[config.mk]
export PLATFORM = sky130hd
export DESIGN_NAME = time_set_ctrl_flat
export DESIGN_NICKNAME = d
export VERILOG_FILES = /design/src/rtl/time_set_ctrl_pkg.sv /design/src/rtl/time_set_ctrl_if.sv /design/src/rtl/time_set_ctrl_btn_rise.sv /design/src/rtl/time_set_ctrl.sv /design/src/flat_wrapper.sv
export SDC_FILE = /design/constraint.sdc
export NUM_CORES = 1
export LEC_CHECK = 0
export CORE_MARGIN = 5
export CORE_UTILIZATION = 55
export CTS_BUF_LIST = sky130_fd_sc_hd__clkbuf_8
export CTS_CLUSTER_DIAMETER = 40
export DETAILED_ROUTE_END_ITERATION = 6
export GPL_ROUTABILITY_DRIVEN = 0
export GPL_TIMING_DRIVEN = 0
export PLACE_DENSITY_LB_ADDON = 0.08
export SLEW_MARGIN = 10
export SYNTH_ARGS = -nofsm -noshare
export SYNTH_HDL_FRONTEND = slang
export SYNTH_SLANG_ARGS = --single-unit
[constraint.sdc]
create_clock -name clk -period 3.5 [get_ports clk]
set_input_delay 0.7 -clock clk [delete_from_list [all_inputs] [get_ports clk]]
set_output_delay 0.7 -clock clk [all_outputs]
set_load 0.1 [all_outputs]
[src/rtl/time_set_ctrl_pkg.sv]
`default_nettype none
// ============================================================================
// Package  : time_set_pkg
// Purpose  : Shared types and constants for the HH:MM time-set controller:
//            FSM state encoding, per-position digit limits, display code
//            width, button bit positions and digit-limit helper functions.
// Revision : 1.0 - initial release
// ============================================================================
package time_set_pkg;

  typedef enum logic [1:0] {
    RUN    = 2'd0,
    EDIT   = 2'd1,
    COMMIT = 2'd2
  } state_e;

  localparam logic [3:0] H10_MAX      = 4'd2;
  localparam logic [3:0] H1_MAX       = 4'd9;
  localparam logic [3:0] H1_MAX_AT_20 = 4'd3;
  localparam logic [3:0] M10_MAX      = 4'd5;
  localparam logic [3:0] M1_MAX       = 4'd9;

  localparam int DISP_W = 5;
  // Reserved for the display driver; this block never emits it.
  localparam logic [DISP_W-1:0] DISP_BLANK = 5'b10001;

  // Bit positions inside the packed button / rise vector.
  localparam int BTN_MODE = 3;
  localparam int BTN_NEXT = 2;
  localparam int BTN_UP   = 1;
  localparam int BTN_DOWN = 0;

  // Upper limit of digit 'pos' (0 = hours tens); the hours-ones limit
  // depends on the current hours-tens digit.
  function automatic logic [3:0] digit_max(input logic [1:0] pos, input logic [3:0] h10);
    logic [3:0] lim;
    case (pos)
      2'd0:    lim = H10_MAX;
      2'd1:    lim = (h10 == H10_MAX) ? H1_MAX_AT_20 : H1_MAX;
      2'd2:    lim = M10_MAX;
      default: lim = M1_MAX;
    endcase
    return lim;
  endfunction

  function automatic logic [3:0] clamp_digit(input logic [3:0] v, input logic [3:0] lim);
    return (v > lim) ? lim : v;
  endfunction

endpackage
`default_nettype wire

[src/rtl/time_set_ctrl_if.sv]
`default_nettype none
// ============================================================================
// Interface : time_set_ctrl_if
// Purpose   : Bundles the buttons, live/edited time and display signals of
//             the time-set controller.
//   master : drives btn_mode/next/up/down, time_in; observes the rest
//   slave  : the controller (time_set_ctrl)
//   disps  : four 5-bit display codes, digit 0 in [19:15]
//   blink  : index of the blinking digit (0 = leftmost)
// Revision  : 1.0 - initial release
// ============================================================================
interface time_set_ctrl_if;
  import time_set_pkg::*;

  logic                  btn_mode;
  logic                  btn_next;
  logic                  btn_up;
  logic                  btn_down;
  logic [15:0]           time_in;
  logic [15:0]           time_out;
  logic                  time_load;
  logic                  editing;
  logic [4*DISP_W-1:0]   disps;
  logic [1:0]            blink;

  modport master (
    output btn_mode, btn_next, btn_up, btn_down, time_in,
    input  time_out, time_load, editing, disps, blink
  );

  modport slave (
    input  btn_mode, btn_next, btn_up, btn_down, time_in,
    output time_out, time_load, editing, disps, blink
  );

endinterface
`default_nettype wire

[src/rtl/time_set_ctrl_btn_rise.sv]
`default_nettype none
// ============================================================================
// Module   : btn_rise
// Purpose  : Rising-edge detector for WIDTH debounced levels.
//            The previous-level register resets to all ones so that a
//            button held through reset does not produce an edge.
//   clk    : system clock
//   reset  : synchronous active-high reset
//   btn_i  : button levels
//   rise_o : one-cycle rise indication per bit
// Revision : 1.0 - initial release
// ============================================================================
module btn_rise #(
  parameter int WIDTH = 4
) (
  input  logic             clk,
  input  logic             reset,
  input  logic [WIDTH-1:0] btn_i,
  output logic [WIDTH-1:0] rise_o
);

  logic [WIDTH-1:0] btn_q;

  always_ff @(posedge clk) begin
    if (reset) begin
      btn_q <= '1;
    end else begin
      btn_q <= btn_i;
    end
  end

  assign rise_o = btn_i & ~btn_q;

endmodule
`default_nettype wire

[src/rtl/time_set_ctrl.sv]
`default_nettype none
// ============================================================================
// Module   : time_set_ctrl
// Purpose  : HH:MM time-setting controller. RUN passes the live time to the
//            display; EDIT owns four BCD digit registers, blinks the selected
//            digit and applies up/down edits within per-position limits;
//            COMMIT emits a one-cycle load strobe with the edited time.
//   clk    : system clock
//   reset  : synchronous active-high reset
//   bus    : time_set_ctrl_if.slave (buttons, time_in/out, load, display)
//   TIMEOUT: idle EDIT cycles before the edit is abandoned (>= 2)
// Revision : 1.0 - initial release
// ============================================================================
module time_set_ctrl
  import time_set_pkg::*;
#(
  parameter int TIMEOUT = 1000
) (
  input  logic          clk,
  input  logic          reset,
  time_set_ctrl_if.slave bus
);

  localparam int               CNT_W   = $clog2(TIMEOUT);
  localparam logic [CNT_W-1:0] TO_LAST = CNT_W'(TIMEOUT - 1);

  state_e                 state_q;
  logic [1:0]             sel_q;
  logic [3:0][3:0]        dig_q;      // dig_q[0] = hours tens
  logic [CNT_W-1:0]       cnt_q;
  logic [15:0]            time_out_q;
  logic                   time_load_q;

  logic [3:0]             rise;
  logic [3:0][3:0]        dig_d;
  logic [3:0][3:0]        cap;
  logic [3:0]             cap_h10;
  logic [3:0]             lim;

  btn_rise #(
    .WIDTH (4)
  ) u_btn_rise (
    .clk    (clk),
    .reset  (reset),
    .btn_i  ({bus.btn_mode, bus.btn_next, bus.btn_up, bus.btn_down}),
    .rise_o (rise)
  );

  // Live time clamped into legal range on entry to EDIT; the hours-ones
  // limit uses the already-clamped hours-tens digit.
  assign cap_h10 = clamp_digit(bus.time_in[15:12], H10_MAX);
  assign cap = {clamp_digit(bus.time_in[3:0], M1_MAX),
                clamp_digit(bus.time_in[7:4], M10_MAX),
                clamp_digit(bus.time_in[11:8], digit_max(2'd1, cap_h10)),
                cap_h10};

  // Up/down result for the selected digit, including the 2x -> 23 clamp.
  always_comb begin
    dig_d = dig_q;
    lim   = digit_max(sel_q, dig_q[0]);
    if (rise[BTN_UP]) begin
      dig_d[sel_q] = (dig_q[sel_q] >= lim) ? 4'd0 : dig_q[sel_q] + 4'd1;
    end else if (rise[BTN_DOWN]) begin
      dig_d[sel_q] = (dig_q[sel_q] == 4'd0) ? lim : dig_q[sel_q] - 4'd1;
    end
    if ((dig_d[0] == H10_MAX) && (dig_d[1] > H1_MAX_AT_20)) begin
      dig_d[1] = H1_MAX_AT_20;
    end
  end

  always_ff @(posedge clk) begin
    if (reset) begin
      state_q     <= RUN;
      sel_q       <= 2'd0;
      dig_q       <= '0;
      cnt_q       <= '0;
      time_out_q  <= 16'h0000;
      time_load_q <= 1'b0;
    end else begin
      time_load_q <= 1'b0;
      case (state_q)
        RUN: begin
          if (rise[BTN_MODE]) begin
            dig_q   <= cap;
            sel_q   <= 2'd0;
            cnt_q   <= '0;
            state_q <= EDIT;
          end
        end
        EDIT: begin
          // Priority mode > next > up > down; lower rises are dropped.
          if (rise[BTN_MODE]) begin
            time_out_q  <= {dig_q[0], dig_q[1], dig_q[2], dig_q[3]};
            time_load_q <= 1'b1;
            state_q     <= COMMIT;
          end else if (rise[BTN_NEXT]) begin
            sel_q <= sel_q + 2'd1;
            cnt_q <= '0;
          end else if (rise[BTN_UP] || rise[BTN_DOWN]) begin
            dig_q <= dig_d;
            cnt_q <= '0;
          end else if (cnt_q == TO_LAST) begin
            cnt_q   <= '0;
            state_q <= RUN;
          end else begin
            cnt_q <= cnt_q + 1'b1;
          end
        end
        COMMIT: begin
          state_q <= RUN;
        end
        default: begin
          state_q <= RUN;
        end
      endcase
    end
  end

  assign bus.time_out  = time_out_q;
  assign bus.time_load = time_load_q;
  assign bus.editing   = (state_q != RUN);
  assign bus.blink     = (state_q == RUN) ? 2'd0 : sel_q;
  assign bus.disps     = (state_q == RUN) ?
      {1'b0, bus.time_in[15:12], 1'b0, bus.time_in[11:8],
       1'b0, bus.time_in[7:4],   1'b0, bus.time_in[3:0]} :
      {1'b0, dig_q[0], 1'b0, dig_q[1], 1'b0, dig_q[2], 1'b0, dig_q[3]};

endmodule
`default_nettype wire
[src/flat_wrapper.sv]
// flat-port wrapper written by rule: the top's interface ports become plain ports
module time_set_ctrl_flat import time_set_pkg::*;
#(
  parameter int TIMEOUT = 1000
)
  (clk, reset, bus_btn_mode, bus_btn_next, bus_btn_up, bus_btn_down, bus_time_in, bus_time_out, bus_time_load, bus_editing, bus_disps, bus_blink);
  time_set_ctrl_if bus_i ();
  input  logic clk;
  input  logic reset;
  input wire logic [$bits(bus_i.btn_mode)-1:0] bus_btn_mode;
  input wire logic [$bits(bus_i.btn_next)-1:0] bus_btn_next;
  input wire logic [$bits(bus_i.btn_up)-1:0] bus_btn_up;
  input wire logic [$bits(bus_i.btn_down)-1:0] bus_btn_down;
  input wire logic [$bits(bus_i.time_in)-1:0] bus_time_in;
  output wire logic [$bits(bus_i.time_out)-1:0] bus_time_out;
  output wire logic [$bits(bus_i.time_load)-1:0] bus_time_load;
  output wire logic [$bits(bus_i.editing)-1:0] bus_editing;
  output wire logic [$bits(bus_i.disps)-1:0] bus_disps;
  output wire logic [$bits(bus_i.blink)-1:0] bus_blink;
  assign bus_i.btn_mode = bus_btn_mode;
  assign bus_i.btn_next = bus_btn_next;
  assign bus_i.btn_up = bus_btn_up;
  assign bus_i.btn_down = bus_btn_down;
  assign bus_i.time_in = bus_time_in;
  assign bus_time_out = bus_i.time_out;
  assign bus_time_load = bus_i.time_load;
  assign bus_editing = bus_i.editing;
  assign bus_disps = bus_i.disps;
  assign bus_blink = bus_i.blink;
  time_set_ctrl #(.TIMEOUT(TIMEOUT)) u_core (.clk(clk), .reset(reset), .bus(bus_i));
endmodule
==> Word level (Yosys, flattened, before mapping) <==
Index checks and enable logic that the tools add are counted.
{ "totals": {"ff_bits": 51, "out_inout_bits": 40} }
{ "classes": {"add_sub_neg": 4, "n_reduce_logical": 15, "mux": 42, "eq_ne": 16, "bitwise_logic": 3, "n_lt_le_gt_ge": 8} }
{ "ops": {"columns": ["cell", "n"], "rows": [
  ["16-bit two-way mux", 6],
  ["10-bit two-way mux", 5],
  ["4-bit two-way mux", 11],
  ["16-bit bitwise mux", 2],
  ["16-bit one-hot mux with 2 select lines", 1],
  ["10-bit one-hot mux with 2 select lines", 1],
  ["19-bit two-way mux", 1],
  ["2-bit two-way mux", 9],
  ["4-bit by 2-bit == test with 1-bit output, second input constant", 3],
  ["4-bit one-hot mux with 3 select lines", 1],
  ["10-bit by 1-bit adder with 10-bit output, second input constant", 1],
  ["10-bit == test, second input constant", 1],
  ["4-bit binary-select mux with 2-bit select", 1],
  ["4-bit demux with 2-bit select", 1],
  ["4-bit by 2-bit greater-than comparator with 1-bit output, second input constant", 2],
  ["2-bit one-hot mux with 2 select lines", 2],
  ["4-bit AND reduction", 2],
  ["2-bit by 1-bit inequality test with 1-bit output, second input constant", 3],
  ["3-bit by 1-bit inequality test with 1-bit output, second input constant", 2],
  ["3-bit by 2-bit inequality test with 1-bit output, second input constant", 2],
  ["6-bit AND reduction", 1],
  ["5-bit AND reduction", 1],
  ["4-bit by 1-bit adder with 4-bit output, second input constant", 1],
  ["4-bit AND", 1],
  ["22 further kinds", 27]
]} }

==> Longest topological paths before layout <==
Gate-level depths: netlist of the first run.
{ "depth": {"word_depth": 14, "depth_mapped": 14} }

==> Cells and area by module <==
A second synthesis of the first run with hierarchy kept.
{ "hier_totals": {"hier_cells": 409, "hier_area_um2": 3265.6} }
{ "modules_own_cells": {"columns": ["mod", "seq_area_each_um2", "cells_per_inst", "area_each_um2", "n_inst"], "rows": [
  ["time_set_ctrl", 940.9, 397, 3135.5, 1],
  ["btn_rise", 80.1, 12, 130.1, 1]
]} }

==> Least setup slack after synthesis of the first run <==
Ideal clock, no wire load.
{ "synth_timing": {"kind": "reg2out", "start": "register u_core.state_q[0]", "end": "output bus_disps[17]", "stages_incl_launch_ff": 4, "slack_ns": 0.001, "required_ns": 2.800, "path_buffers": 1, "arrival_ns": 2.799, "path_cell_list": "dfxtp_1 -> nor2_1 -> clkbuf_1 -> o21ai_0"} }
{ "synth_between": {"elab_chain_len": 2} }
{ "synth_lines": {"columns": ["item", "line_no", "source"], "rows": [
  ["from (decl)", "time_set_ctrl.sv:27", "state_e state_q;"],
  ["from (signal assigned)", "time_set_ctrl.sv:73", "state_q <= RUN;"],
  ["from (signal assigned)", "time_set_ctrl.sv:87", "state_q <= EDIT;"],
  ["from (signal assigned)", "time_set_ctrl.sv:95", "state_q <= COMMIT;"],
  ["2-bit zero test", "time_set_ctrl.sv:123", "assign bus.disps = (state_q == RUN) ?"],
  ["19-bit two-way mux", "time_set_ctrl.sv:123", null],
  ["to (decl)", "flat_wrapper.sv:18", "output wire logic [$bits(bus_i.disps)-1:0] bus_disps;"]
]} }
No other way between the ends.

==> Worst setup path in the final report of the first run <==
{ "layout_timing": {"start": "register u_core.sel_q[1]", "end": "register u_core.dig_q[5] (netlist bit)"} }
{ "layout_between": {"elab_chain_len": 14, "elab_cells_between_ends": 29, "cone_classes": "2 x add/sub; 4 x order compare; 3 x eq/ne; 16 x mux; 4 x reduce/logical"} }
{ "layout_lines": {"columns": ["item", "line_no", "source"], "rows": [
  ["from (decl)", "time_set_ctrl.sv:28", "logic [1:0] sel_q;"],
  ["from (signal assigned)", "time_set_ctrl.sv:97", "sel_q <= sel_q + 2'd1;"],
  ["4-bit binary-select mux with 2-bit select, or another cell as far along", "time_set_ctrl.sv:62, time_set_ctrl.sv:64", null],
  ["4-bit two-way mux (not written as such) or 1-bit logical AND (tied branches)", "time_set_ctrl.sv:62, time_set_ctrl.sv:64", null],
  ["4-bit by 1-bit subtractor with 4-bit output, or another cell as far along", "time_set_ctrl.sv:64", "dig_d[sel_q] = (dig_q[sel_q] == 4'd0) ? lim : dig_q[sel_q] - 4'd1;"],
  ["4-bit two-way mux or 4-bit demux with 2-bit select (tied branches)", null, null],
  ["16-bit bitwise mux", "time_set_ctrl.sv:64", null],
  ["16-bit two-way mux", "time_set_ctrl.sv:63", "end else if (rise[BTN_DOWN]) begin"],
  ["16-bit two-way mux (*)", "time_set_ctrl.sv:61", "if (rise[BTN_UP]) begin"],
  ["4-bit by 2-bit greater-than comparator with 1-bit output or 4-bit by 2-bit == test with 1-bit output (tied branches)", "time_set_ctrl.sv:66", "if ((dig_d[0] == H10_MAX) && (dig_d[1] > H1_MAX_AT_20)) begin"],
  ["1-bit logical AND", "time_set_ctrl.sv:66", null],
  ["4-bit two-way mux (*)", "time_set_ctrl.sv:66", null],
  ["16-bit two-way mux (*)", "time_set_ctrl.sv:99", "end else if (rise[BTN_UP] || rise[BTN_DOWN]) begin"],
  ["16-bit two-way mux (*)", "time_set_ctrl.sv:96", "end else if (rise[BTN_NEXT]) begin"],
  ["16-bit two-way mux (*)", "time_set_ctrl.sv:92", "if (rise[BTN_MODE]) begin"],
  ["16-bit one-hot mux with 2 select lines (*)", "time_set_ctrl.sv:81", "case (state_q)"],
  ["to (signal assigned)", "time_set_ctrl.sv:84", "dig_q <= cap;"],
  ["to (signal assigned)", "time_set_ctrl.sv:100", "dig_q <= dig_d;"],
  ["to (decl)", "time_set_ctrl.sv:29", "logic [3:0][3:0] dig_q;"]
]} }
Mark *: on every way between the ends. The rest lies on a longest branch, timed or not. The select of a mux whose other input is x is not followed.
A chain may end at the register's enable or synchronous reset.

==> metrics.txt, run 1 <==
YS warnings 0; Initial Util 0.572; GRT Resource Usage Total 0.261; DRC viols 0; antenna diode count 0; CTS max path bufs 2; fin util 0.709; CP endpoint kind flop; Area growth, synth to finish 24.1%; top-level port count 62; Inserted Clock Buffers 5; initial antenna violation count 0; syn_area_per_cell 8.07 um2; DR iter-0 viols 345; Pint 0.954 mW; # Max-Cap Violations 0; sequential element share of the synthesized area 0.300; CTS sink cnt 51; Max Clk Rate 300 MHz; Post-synth EDFFs 0; area of the multi-input gates 0.00219 mm2; CP max FO 7; Reg power frac 0.423; first-pass iteration count of the detailed router 5; Placed Area 0.00408 mm2; largest net degree at the start of global routing 18; FF/Latch Area 0.00102 mm2; vias in the first global route 3285; RSZ-0062 raised after global routing false; top_reg_cell synth dfxtp_1; max incr delay on CP 0.60 ns; CP startpoint kind flop; global route overflow 0; clk slew on worst S/H paths 0.10 ns; leading cell type in the layout, fill and taps excluded nand2_1; fin. max-slew vios 0; Filler cells 489; Die Width 88.7 um; P_sw 0.529 mW; CTS tree yes; Synth cell types 70; # H-tree levels 2; layout cells sized above 1 0.120; slowest CP cell mux4_2; Synth Instances 422; final wirelength 9930 um; Clock Root Buffer clkbuf_8; Yosys reg bits 51; Buffers on Ports 57; worst path arrival time 3.58 ns; Design Area, Final 0.00423 mm2; fin crit share 0.954; most frequent cells in the layout 61 x nand2_1, 51 x dfxtp_1, 47 x clkdlybuf4s50_1; sw frac 0.357; Setup Fix Bufs, Post-CTS 0; Vias 3483; post-DP HPWL 7490 um; Worst Setup Path Type flop to flop; R2R setup slack 0.16 ns; Design Power 1.48 mW; # rows 28; first-pass GRT wire length 16000 um; vias per inst 6.16; Slew @ Worst Pin 0.981 ns; DR WL/cell 17.6 um; VDD IR-drop max 195 uV; Logic pwr share 0.288; Clk network pwr share 0.289; Worst Skew 0.00636 ns; Die Ht 88.7 um; Setup TNS 0 ns; die area 0.00787 mm2; Worst Path Required 3.74 ns; Clock Latency Late Sink 0.31 ns; status complete, no violations; post-route ant nets 0; Hold Vio Cnt, Final 0; final setup violation count 0; ys async rst share 0; post-layout min period 3.34 ns; P per Cell Area 351 mW/mm2; Post-Syn Area 0.00341 mm2; CTS Hold Bufs 0; Hold WC Path Type flop to flop; post_cts resized 0; Core Area 0.00596 mm2; leak pwr 1.60 nW; # nets final 525; Max-Slew Margin vs Limit 0.344; worst path cell trace buf_6 > mux4_2 > inv_1 > ha_1 > o311ai_4 > or4_4 > a311oi_4 > nand4_2 > a211oi_2
## layout make-up
cell class | instances | area share
Sequential cell | 51 | 0.242
Clock inverter | 3 | 0.0113
Clock buffer | 5 | 0.0163
Buffer | 24 | 0.0355
Tap cell | 75 | 0.0222
Timing Repair Buffer | 57 | 0.141
Inverter | 16 | 0.0142
Multi-Input combinational cell | 334 | 0.518
## routing by layer
| layer | routed length (um) | GRT usage | vias to the layer above |
|---|---|---|---|
| met5 | 0 | 0 | - |
| met4 | 371 | 0.114 | 0 |
| met3 | 1100 | 0.0615 | 35 |
| met2 | 4640 | 0.438 | 204 |
| met1 | 3820 | 0.318 | 1588 |
| li1 | - | - | 1656 |
## through the flow
step | setup slack, ns | instances | hold slack [ns]
2_1_floorplan | 0.000943 | 425 | 0.449
3_3_place_gp | 0.264 | 557 | 0.443
3_5_place_dp | 0.264 | 557 | 0.447
4_1_cts | 0.0129 | 565 | 0.460
5_1_grt | 0.0501 | 565 | 0.479
6_report | 0.162 | 565 | 0.457
## synthesized netlist by cell type (3+ instances only)
| library cell | count | area [um2] |
|---|---|---|
| a21oi_1 | 33 | 165 |
| mux2_2 | 17 | 191 |
| or2_2 | 4 | 25.0 |
| buf_4 | 5 | 37.5 |
| a22oi_1 | 3 | 22.5 |
| dfxtp_1 | 51 | 1020 |
| buf_6 | 4 | 45.0 |
| nor2b_1 | 7 | 43.8 |
| nor4_1 | 3 | 18.8 |
| and3_1 | 3 | 18.8 |
| a32oi_1 | 3 | 26.3 |
| o21a_1 | 3 | 22.5 |
| a21o_1 | 3 | 22.5 |
| nand2_1 | 61 | 229 |
| mux4_2 | 4 | 90.1 |
| a31oi_1 | 5 | 31.3 |
| ha_1 | 14 | 175 |
| clkbuf_1 | 12 | 45.0 |
| mux2i_1 | 3 | 30.0 |
| nor3_1 | 9 | 45.0 |
| inv_1 | 15 | 56.3 |
| nand3_1 | 14 | 70.1 |
| a311oi_1 | 6 | 52.6 |
| xor2_1 | 4 | 35.0 |
| nand4_1 | 7 | 43.8 |
| o21ai_0 | 18 | 90.1 |
| nand2b_1 | 9 | 56.3 |
| nor2_1 | 45 | 169 |
| xnor2_1 | 4 | 35.0 |
| a211oi_1 | 4 | 30.0 |
## critical path: cells and delay by family (launching register included)
kind	cells	cell delay (ns)
flip-flops	1	0.43
multiplexers	1	0.60
adder cells (fa/ha/maj)	1	0.41
buffers and inverters	2	0.34
AO/OA/AOI/OAI	3	0.83
AND/OR/NAND/NOR	2	0.67
## cell families after synthesis
kind of cell / Yosys count / synth area share
and+or+nand+nor: 178 / 0.250
AOI/OAI and AO/OA: 106 / 0.224
DFF: 51 / 0.300
buffers and inverters: 40 / 0.0617
muxes: 24 / 0.0915
adders and majority gates: 14 / 0.0514
xor gates and xnor gates: 8 / 0.0206
other: 1 / 0.00110
## sequential cells by signal, summed over array words and instances, names as in the netlist
register / count
u_core.sel_q: 2
u_core.bus.time_load: 1
u_core.u_btn_rise.btn_q: 4
u_core.cnt_q: 10
u_core.dig_q: 16
u_core.bus.time_out: 16
u_core.state_q: 2
## power by group through the flow
stage	clock (mW)	combinational (mW)	sequential, mW
after floorplan	0	0.316	0.628
after global placement	0	0.417	0.639
after detailed placement	0	0.421	0.640
after CTS	0.435	0.424	0.626
after global routing	0.458	0.451	0.630
final	0.429	0.427	0.628
## final timing paths
kind / from / cells after the start / to
min: u_core.bus.time_out[5]$_SDFFE_PP0P_ / 2 / u_core.bus.time_out[5]$_SDFFE_PP0P_
min reg2reg: u_core.bus.time_out[5]$_SDFFE_PP0P_ / 2 / u_core.bus.time_out[5]$_SDFFE_PP0P_
max: u_core.sel_q[1]$_SDFFE_PP0P_ / 9 / u_core.dig_q[5]$_SDFFE_PP0P_
max reg2reg: u_core.sel_q[1]$_SDFFE_PP0P_ / 9 / u_core.dig_q[5]$_SDFFE_PP0P_
(Power assumes the default switching activity.)
==> inputs of run 2 (changes only) <==
CORE_ASPECT_RATIO = 0.6   (was unset)
==> run 2 against run 1 <==
Against the previous run:
- final cell count increased by 1.6%
- first-iteration DRC count increased by 9.3%
- clock-buffer cell count unchanged
- maximum frequency decreased by 2.8%
- design area about the same
- setup slack got worse by 0.096 ns
==> metrics.txt, run 2 (synthesis gave the netlist of run 1 again) <==
CTS Hold Bufs 0 (unchanged); FF/Latch Area 0.00102 mm2 (unchanged); area of the multi-input gates 0.00219 mm2 (+0.17%); vias per inst 6.08 (-1.4%); Placed Area 0.00409 mm2 (+0.28%); P per Cell Area 337 mW/mm2 (-4.1%); max incr delay on CP 1.12 ns (+0.52 ns); Vias 3490 (+0.20%); Hold WC Path Type flop to flop; post-route ant nets 0 (unchanged); Clock Root Buffer clkbuf_8; final setup violation count 0 (unchanged); layout cells sized above 1 0.124 (+0.00408); CTS sink cnt 51 (unchanged); CP endpoint kind primary output; Max-Slew Margin vs Limit 0.337 (-0.00702); FF-to-FF End u_core.dig_q[5]$_SDFFE_PP0P_; Slew @ Worst Pin 0.991 ns (+0.0105 ns); Hold Vio Cnt, Final 0 (unchanged); Inserted Clock Buffers 5 (unchanged); fin crit share 0.981 (+0.0273); hold_ws 0.460 ns (+0.00328 ns); leading cell type in the layout, fill and taps excluded nand2_1; # nets final 525 (unchanged); Filler cells 530 (+8.4%); initial antenna violation count 0 (unchanged); Reg2Reg Launch Point u_core.sel_q[1]$_SDFFE_PP0P_; clk slew on worst S/H paths 0.10 ns (about the same); global route overflow 0 (unchanged); die area 0.00792 mm2 (+0.66%); VDD IR-drop max 332 uV (+71%); Worst Path Required 2.80 ns (-0.94 ns); Design Area, Final 0.00423 mm2 (about the same); largest net degree at the start of global routing 19 (+1); Hold Path End u_core.bus.time_out[8]$_SDFFE_PP0P_; R2R setup slack 0.21 ns (+0.05 ns); CTS tree yes; Initial Util 0.562 (-0.00945); DR WL/cell 17.5 um (-0.18%); post-DP HPWL 7710 um (+2.9%); CTS max path bufs 2 (unchanged); status complete, no violations; worst path arrival time 2.73 ns (-0.85 ns); Area growth, synth to finish 24.1% (about the same); Die Ht 71.0 um (-20%); CP startpoint kind flop; worst r2r path cells 11 (+2); leak pwr 1.62 nW (+0.88%); Max Clk Rate 291 MHz (-2.8%); final wirelength 10100 um (+1.4%); Worst Setup Path Type flop to primary output; Buffers on Ports 57 (unchanged); worst hold start u_core.bus.time_out[8]$_SDFFE_PP0P_; GRT Resource Usage Total 0.251 (-0.0101); fin. max-slew vios 0 (unchanged); vias in the first global route 3163 (-3.7%); Die Width 112 um (+26%); # H-tree levels 2 (unchanged); first-pass GRT wire length 16200 um (+1.2%); Worst Skew 0.0105 ns (+0.00416 ns); DRC viols 0 (unchanged); # Max-Cap Violations 0 (unchanged); post-layout min period 3.43 ns (+0.0955 ns); first-pass iteration count of the detailed router 5 (unchanged); antenna diode count 0 (unchanged); most frequent cells in the layout 61 x nand2_1, 51 x dfxtp_1, 45 x nor2_1; DR iter-0 viols 377 (+9.3%); # rows 22 (-21%); top-level port count 62 (unchanged); CP max FO 10 (+3); Clock Latency Late Sink 0.32 ns (about the same); worst hold stages 2 (unchanged); worst path cell trace nor2_1 > clkbuf_1 > mux2_2 > clkdlybuf4s50_1; slowest CP cell clkdlybuf4s50_1; Core Area 0.00606 mm2 (+1.7%); Setup Fix Bufs, Post-CTS 0 (unchanged)
## run 2: critical path, delay by kind of cell, from the launching register on
kind / cells / cell delay [ns]
buf+inv: 2 / 1.59
flops: 1 / 0.39
mux: 1 / 0.26
simple gates: 1 / 0.17
## run 2: repair_timing
item,4_1_cts,5_1_grt
resized for setup,2,15
endpoints found under the hold margin,0,0
endpoints found under the setup margin,2,18
## run 2: layer usage
metal | GRT usage | routed length, um | vias up
li1 | - | - | 1650
met3 | 0.0632 | 988 | 17
met5 | 0 | 0 | -
met1 | 0.373 | 4910 | 1655
met4 | 0.0648 | 171 | 0
met2 | 0.361 | 4000 | 168
## run 2: metrics by stage
stage                      util  worst slack [ns]  std cells  TNS (ns)  total power, mW
after floorplan               -          0.000943        425         0            0.944
after global placement    0.676             0.253        566         0             1.05
after detailed placement  0.676             0.249        566         0             1.06
after CTS                 0.692           0.00120        574         0             1.42
after global routing      0.698           -0.0192        574   -0.0192             1.48
final                     0.698            0.0667        574         0             1.42
## run 2: area by class of cell
type                    count  share of cell area
plain buffers              24              0.0355
clock buffers               5              0.0163
clock inverters             3             0.00681
inverters                  16              0.0151
multi-input cells         334               0.518
flip-flops and latches     51               0.241
well taps                  84              0.0249
repair buffers             57               0.141
## run 2: worst max-delay path by stage
stage	startpoint	cells after the start	endpoint	slack, ns
2_1_floorplan	u_core.state_q[0]$_SDFFE_PP0P_	3	bus_disps[17]	0.0009
3_3_place_gp	bus_time_in[5]	3	bus_disps[6]	0.25
3_5_place_dp	bus_time_in[6]	3	bus_disps[7]	0.25
4_1_cts	u_core.state_q[0]$_SDFFE_PP0P_	4	bus_disps[10]	0.001
5_1_grt	u_core.state_q[0]$_SDFFE_PP0P_	4	bus_disps[16]	-0.02
6_report	u_core.state_q[0]$_SDFFE_PP0P_	4	bus_disps[16]	0.07
## run 2: where the power goes
part           switching (mW)  internal [mW]  leakage [nW]
clock network           0.221          0.149        0.0502
registers              0.0275          0.598         0.414
logic                   0.290          0.138          1.15
